==> src/rtl/dcu.sv <==
// Data cache unit front end: turns single LSU load/store requests into single-beat AXI transactions.
// Optional build macro DCU_ALIGN_CHECK_EN completes misaligned requests locally instead of issuing them.
module dcu (
  input  logic        clock,
  input  logic        reset,
  input  logic        lsu2dcu_valid,
  output logic        dcu2lsu_ready,
  input  logic [31:0] dcu_addr,
  input  logic [1:0]  dcu_size,
  input  logic        dcu_write,
  input  logic        dcu_sext,
  input  logic [31:0] dcu_wdata,
  output logic        dcu2lsu_valid,
  input  logic        lsu2dcu_ready,
  output logic [31:0] dcu_rdata,
  output logic        awvalid,
  input  logic        awready,
  output logic [31:0] awaddr,
  output logic [2:0]  awsize,
  output logic [7:0]  awlen,
  output logic [1:0]  awburst,
  output logic        wvalid,
  input  logic        wready,
  output logic [31:0] wdata,
  output logic [3:0]  wstrb,
  output logic        wlast,
  input  logic        bvalid,
  output logic        bready,
  input  logic [1:0]  bresp,
  output logic        arvalid,
  input  logic        arready,
  output logic [31:0] araddr,
  output logic [2:0]  arsize,
  output logic [7:0]  arlen,
  output logic [1:0]  arburst,
  input  logic        rvalid,
  output logic        rready,
  input  logic [31:0] rdata,
  input  logic [1:0]  rresp,
  input  logic        rlast
);

  typedef enum logic [2:0] {
    S_IDLE    = 3'd0,
    S_WR      = 3'd1,
    S_WRESP   = 3'd2,
    S_RD_ADDR = 3'd3,
    S_RD_DATA = 3'd4,
    S_DONE    = 3'd5
  } state_t;

  state_t      state_q, state_d;
  logic [31:0] addr_q, addr_d;
  logic [1:0]  size_q, size_d;
  logic        write_q, write_d;
  logic        sext_q, sext_d;
  logic [31:0] wdata_q, wdata_d;
  logic [3:0]  wstrb_q, wstrb_d;
  logic        ready_q, ready_d;
  logic        valid_q, valid_d;
  logic [31:0] rdata_q, rdata_d;
  logic        awvalid_q, awvalid_d;
  logic        wvalid_q, wvalid_d;
  logic        bready_q, bready_d;
  logic        arvalid_q, arvalid_d;
  logic        rready_q, rready_d;
  logic [1:0]  req_size_s;
  logic        misalign_s;
  logic        resp_fire_s;
  logic        resp_unused_s;

  function automatic logic [3:0] lane_strobe(input logic [1:0] size, input logic [1:0] off);
    logic [3:0] base;
    case (size)
      2'd0:    base = 4'b0001;
      2'd1:    base = 4'b0011;
      default: base = 4'b1111;
    endcase
    lane_strobe = base << off;
  endfunction

  function automatic logic [31:0] load_extract(input logic [31:0] data, input logic [1:0] off,
                                               input logic [1:0] size, input logic sext);
    logic [31:0] lane;
    lane = data >> {off, 3'b000};
    case (size)
      2'd0:    load_extract = {{24{sext & lane[7]}}, lane[7:0]};
      2'd1:    load_extract = {{16{sext & lane[15]}}, lane[15:0]};
      default: load_extract = data;
    endcase
  endfunction

  function automatic logic is_misaligned(input logic [1:0] size, input logic [1:0] off);
    case (size)
      2'd0:    is_misaligned = 1'b0;
      2'd1:    is_misaligned = off[0];
      default: is_misaligned = (off != 2'd0);
    endcase
  endfunction

  // Size code 3 behaves as a word everywhere, so it is folded at capture time.
  assign req_size_s = (dcu_size == 2'd3) ? 2'd2 : dcu_size;

`ifdef DCU_ALIGN_CHECK_EN
  assign misalign_s = is_misaligned(req_size_s, dcu_addr[1:0]);
`else
  assign misalign_s = 1'b0;
`endif

  assign resp_fire_s   = write_q ? (bvalid & bready_q) : (rvalid & rready_q);
  // Error responses do not alter completion, so status and rlast are not consumed.
  assign resp_unused_s = ^{bresp, rresp, rlast};

  // Next-state and next-output computation for the transaction sequencer.
  always_comb begin
    state_d   = state_q;
    addr_d    = addr_q;
    size_d    = size_q;
    write_d   = write_q;
    sext_d    = sext_q;
    wdata_d   = wdata_q;
    wstrb_d   = wstrb_q;
    ready_d   = ready_q;
    valid_d   = valid_q;
    rdata_d   = rdata_q;
    awvalid_d = awvalid_q;
    wvalid_d  = wvalid_q;
    bready_d  = bready_q;
    arvalid_d = arvalid_q;
    rready_d  = rready_q;
    case (state_q)
      S_IDLE: begin
        if (lsu2dcu_valid) begin
          addr_d  = dcu_addr;
          size_d  = req_size_s;
          write_d = dcu_write;
          sext_d  = dcu_sext;
          wdata_d = dcu_wdata << {dcu_addr[1:0], 3'b000};
          wstrb_d = lane_strobe(req_size_s, dcu_addr[1:0]);
          ready_d = 1'b0;
          if (misalign_s) begin
            state_d = S_DONE;
            valid_d = 1'b1;
            rdata_d = 32'd0;
          end else if (dcu_write) begin
            state_d   = S_WR;
            awvalid_d = 1'b1;
            wvalid_d  = 1'b1;
          end else begin
            state_d   = S_RD_ADDR;
            arvalid_d = 1'b1;
          end
        end else begin
          ready_d = 1'b1;
        end
      end
      S_WR: begin
        // AW and W retire independently; the response phase starts once both have.
        awvalid_d = awvalid_q & ~awready;
        wvalid_d  = wvalid_q & ~wready;
        if (!awvalid_d && !wvalid_d) begin
          state_d  = S_WRESP;
          bready_d = 1'b1;
        end else begin
          state_d = S_WR;
        end
      end
      S_RD_ADDR: begin
        if (arready) begin
          arvalid_d = 1'b0;
          rready_d  = 1'b1;
          state_d   = S_RD_DATA;
        end else begin
          arvalid_d = 1'b1;
        end
      end
      S_WRESP, S_RD_DATA: begin
        if (resp_fire_s) begin
          bready_d = 1'b0;
          rready_d = 1'b0;
          valid_d  = 1'b1;
          rdata_d  = write_q ? 32'd0 : load_extract(rdata, addr_q[1:0], size_q, sext_q);
          state_d  = S_DONE;
        end else begin
          state_d = state_q;
        end
      end
      S_DONE: begin
        if (lsu2dcu_ready) begin
          valid_d = 1'b0;
          ready_d = 1'b1;
          state_d = S_IDLE;
        end else begin
          valid_d = 1'b1;
        end
      end
      default: begin
        state_d   = S_IDLE;
        ready_d   = 1'b1;
        valid_d   = 1'b0;
        awvalid_d = 1'b0;
        wvalid_d  = 1'b0;
        bready_d  = 1'b0;
        arvalid_d = 1'b0;
        rready_d  = 1'b0;
      end
    endcase
  end

  // State and registered outputs; reset abandons any transaction in flight.
  always_ff @(posedge clock) begin
    if (reset) begin
      state_q   <= S_IDLE;
      addr_q    <= 32'd0;
      size_q    <= 2'd0;
      write_q   <= 1'b0;
      sext_q    <= 1'b0;
      wdata_q   <= 32'd0;
      wstrb_q   <= 4'd0;
      ready_q   <= 1'b1;
      valid_q   <= 1'b0;
      rdata_q   <= 32'd0;
      awvalid_q <= 1'b0;
      wvalid_q  <= 1'b0;
      bready_q  <= 1'b0;
      arvalid_q <= 1'b0;
      rready_q  <= 1'b0;
    end else begin
      state_q   <= state_d;
      addr_q    <= addr_d;
      size_q    <= size_d;
      write_q   <= write_d;
      sext_q    <= sext_d;
      wdata_q   <= wdata_d;
      wstrb_q   <= wstrb_d;
      ready_q   <= ready_d;
      valid_q   <= valid_d;
      rdata_q   <= rdata_d;
      awvalid_q <= awvalid_d;
      wvalid_q  <= wvalid_d;
      bready_q  <= bready_d;
      arvalid_q <= arvalid_d;
      rready_q  <= rready_d;
    end
  end

`ifdef DCU_ALIGN_CHECK_EN
  // Report misaligned requests that are being completed without a bus access.
  always_ff @(posedge clock) begin
    if (!reset && state_q == S_IDLE && lsu2dcu_valid && misalign_s) begin
      $error("dcu: misaligned access at addr %h", dcu_addr);
    end
  end
`endif

  assign dcu2lsu_ready = ready_q;
  assign dcu2lsu_valid = valid_q;
  assign dcu_rdata     = rdata_q;
  assign awvalid       = awvalid_q;
  assign awaddr        = addr_q;
  assign awsize        = {1'b0, size_q};
  assign awlen         = 8'd0;
  assign awburst       = 2'b01;
  assign wvalid        = wvalid_q;
  assign wdata         = wdata_q;
  assign wstrb         = wstrb_q;
  assign wlast         = 1'b1;
  assign bready        = bready_q;
  assign arvalid       = arvalid_q;
  assign araddr        = addr_q;
  assign arsize        = {1'b0, size_q};
  assign arlen         = 8'd0;
  assign arburst       = 2'b01;
  assign rready        = rready_q;

endmodule

==> config.mk <==
export PLATFORM = sky130hd
export DESIGN_NAME = dcu
export DESIGN_NICKNAME = d
export VERILOG_FILES = /design/src/rtl/dcu.sv
export SDC_FILE = /design/constraint.sdc
export NUM_CORES = 1
export LEC_CHECK = 0
export ABC_AREA = 1
export CAP_MARGIN = 10
export CORE_MARGIN = 3
export CORE_UTILIZATION = 44
export CTS_CLUSTER_DIAMETER = 100
export DETAILED_ROUTE_END_ITERATION = 16
export HOLD_SLACK_MARGIN = 0.15
export PLACE_DENSITY = 0.87
export SLEW_MARGIN = 20
export SYNTH_ARGS = -nofsm -noshare
export SYNTH_HDL_FRONTEND = slang
export SYNTH_SLANG_ARGS = --single-unit
==> constraint.sdc <==
create_clock -name clock -period 2.9 [get_ports clock]
set_clock_uncertainty 0.05 [all_clocks]
set_input_delay 0.58 -clock clock [delete_from_list [all_inputs] [get_ports clock]]
set_output_delay 0.58 -clock clock [all_outputs]
set_load 0.02 [all_outputs]
==> flow_metrics.env <==
export IMPL_status="finished, final reports clean"
export IMPL_io_pins=280
export IMPL_seq_area_frac_synth=0.3940
export IMPL_via_per_inst=5.161
export IMPL_overflow=0
export IMPL_cts_tree="built"
export IMPL_crit_path_start_kind="flop"
export IMPL_fmax_ghz=0.4086
export IMPL_antenna_found_initial=1
export IMPL_synth_cell_type_count=31
export IMPL_setup_slack_ps=452.9
export IMPL_end_kind="output pin"
export IMPL_clockBufferDepth=2
export IMPL_reg2reg_depth=7
export IMPL_clk_pin_slew_ps=50
export IMPL_crit_buf_inv=1
export IMPL_via_count=6147
export IMPL_rows=41
export IMPL_fp_dieH_um=120.7
export IMPL_r2r_end="wdata[3]"
export IMPL_hold_viol_final=0
export IMPL_area_growth_pct=48.56
export IMPL_die_area_sq_mm=0.01458
export IMPL_clock_sinks=114
export IMPL_final_nets=1122
export IMPL_hold_ws_ps=409.2
export IMPL_coreArea_sq_mm=0.01272
export IMPL_grt_pass1_wl_um=29060
export IMPL_drtAntennaViolNets=0
export IMPL_cp_endpoint="arsize[1]"
export IMPL_drt_iter0_markers=574
export IMPL_pre_cts_ws_ps=442.3
export IMPL_crit_fanout=13
export IMPL_p_per_area_mw_per_mm2=843.7
export IMPL_hold_buffers=0
export IMPL_synth_edff_count=0
export IMPL_hpwl_um=13670
export IMPL_cp_arrival_ps=1820
export IMPL_synth_seq_cells=114
export IMPL_synth_most_common_cell="nand2_1"
export IMPL_maxCapViolCount=0
export IMPL_synthTopCellsByCount="nand2_1, dfxtp_1, a21oi_1, o21ai_0, nor2_1"
export IMPL_clockRootBuffer="clkbuf_16"
export IMPL_post_drt_wl_per_cell_um=15.83
export IMPL_rrSetupSlack_ps=850
export IMPL_port_buffers=251
export IMPL_setup_viol=0
export IMPL_crit_chain="clkdlybuf4s50_1"
export IMPL_yosys_warnings=0
export IMPL_syn_avg_cell_area_sq_um=7.168
export IMPL_cp_data_required_time_ps=2270
export IMPL_relSlewSlack=0.4953
export IMPL_synth_area_leaders="dfxtp_1, nand2_1, buf_4, a21oi_1, o21ai_0"
export IMPL_critPathKind="reg2out"
export IMPL_r2r_start="state_q[2]"
export IMPL_ys_flop_type="dfxtp_1"
export IMPL_grt_max_degree=78
export IMPL_synth_async_reset_ratio=0
export IMPL_vdd_drop_max_mv=0.4906
export IMPL_cts_made_buffers=17
export IMPL_timing_hold_worst_class="reg2reg"
export IMPL_netlist_area_leader_share=0.3940
export IMPL_clk_latency_ps=410
export IMPL_ctsResizeCount=0
export IMPL_syn_inst=808
export IMPL_routabilityCongestion=0.9181
export IMPL_period_needed_ps=2447
export IMPL_drc_errors=0
export IMPL_antennaDiodeCount=0
export IMPL_power_leakage_nw=3.459
export IMPL_worstMarginPinSlew_ps=755.9
export IMPL_drt_pass1_iterations=5
export IMPL_slew_violations=0
export IMPL_startpoint="size_q[1]"
export IMPL_yosys_area_top_type="dfxtp_1"
export IMPL_htree_levels=4
export IMPL_max_stage_delay_ps=730
export IMPL_drt_total_wl_um=18860
export IMPL_die_w_um=120.7
export IMPL_start_util=0.4553
export IMPL_track_usage=0.2522
export IMPL_slowest_stage="clkdlybuf4s50_1"
export IMPL_drive_gt1_frac=0.06968
export IMPL_period_share=0.8438
export IMPL_postCtsSetupBuffers=0
export IMPL_first_global_vias=5711
export IMPL_netlist_area_sq_mm=0.005792
export IMPL_cp_top_family="buffers and inverters"
export IMPL_final_setup_tns_ps=0
export IMPL_worstSetupPathDepth=1
export IMPL_rsz0062_at_grt="false"
placed cells by master, fill, tap and decap left out:
cell type        instances
buf_2                    1
conb_1                  23
nand3_4                  1
nand2_2                  4
nor4_1                   1
clkdlybuf4s50_1        250
buf_4                   16
clkbuf_1                 5
dfxtp_1                114
nor2_1                  82
or2_2                    9
nand4_1                  6
o21ai_0                 87
o211ai_1                32
clkinv_1                 3
nor2_2                   4
o21a_1                  17
clkinv_2                 3
nor3_4                   1
nand3_2                  1
inv_1                   39
inv_2                    5
bufinv_16                3
nor2_4                   3
nor3_2                   1
a21oi_1                 87
clkbuf_16               17
a211oi_1                 1
nand3_1                 30
a21boi_0                 1
nand2_1                160
clkbuf_8                 2
o211a_1                  8
nor3_1                   2
sequential cells by signal, indices dropped and copies added (netlist names):
register       flops
araddr            32
dcu_rdata         32
wdata             32
wstrb              4
state_q            3
size_q             2
arvalid            1
awvalid            1
bready             1
dcu2lsu_ready      1
dcu2lsu_valid      1
rready             1
sext_q             1
write_q            1
wvalid             1
layer usage:
metal  global-route usage  share of wire
met5                    0        0.00080
met1               0.2952           0.39
met3              0.08606          0.093
met2               0.4184           0.49
met4               0.1112          0.028
worst min-delay path by stage:
stage / cells after the start / from / end
2_1_floorplan: 2 / sext_q / sext_q
3_3_place_gp: 2 / araddr[1] / araddr[1]
3_5_place_dp: 2 / wdata[4] / wdata[4]
4_1_cts: 2 / wdata[4] / wdata[4]
5_1_grt: 2 / dcu_rdata[2] / dcu_rdata[2]
6_report: 2 / dcu_rdata[3] / dcu_rdata[3]
stage by stage:
stage / instances / area, sq um / utilization / power, mW
after floorplan: 829 / 5871 / - / 4.094
after global placement: 1161 / 8028 / 0.6310 / 5.157
after detailed placement: 1161 / 8028 / 0.6310 / 5.205
after CTS: 1191 / 8605 / 0.6763 / 7.297
after global routing: 1191 / 8605 / 0.6763 / 7.657
final: 1191 / 8605 / 0.6763 / 7.260
area by class of cell:
| class | instances | area, sq um |
|---|---|---|
| sequential | 114 | 2282 |
| clock buffer | 24 | 471.7 |
| fill | 1086 | 4118 |
| multi-input combinational | 561 | 2726 |
| clock inverter | 6 | 105.1 |
| timing repair buffer | 267 | 2628 |
| inverter | 47 | 176.4 |
| tap | 172 | 215.2 |
logic make-up after synthesis:
logic type             count (synthesis)  synth area share
and+or+nand+nor                      305            0.2255
AOI/OAI and AO/OA                    233            0.2303
buffers and inverters                154            0.1488
DFF                                  114            0.3940
other                                  2          0.001297
where the power goes:
group / internal (mW) / leakage [nW] / switching (mW)
clock: 1.38 / 0.284 / 0.688
sequential: 1.90 / 0.933 / 0.273
combinational: 1.27 / 2.24 / 1.75
(Power assumes the default switching activity.)
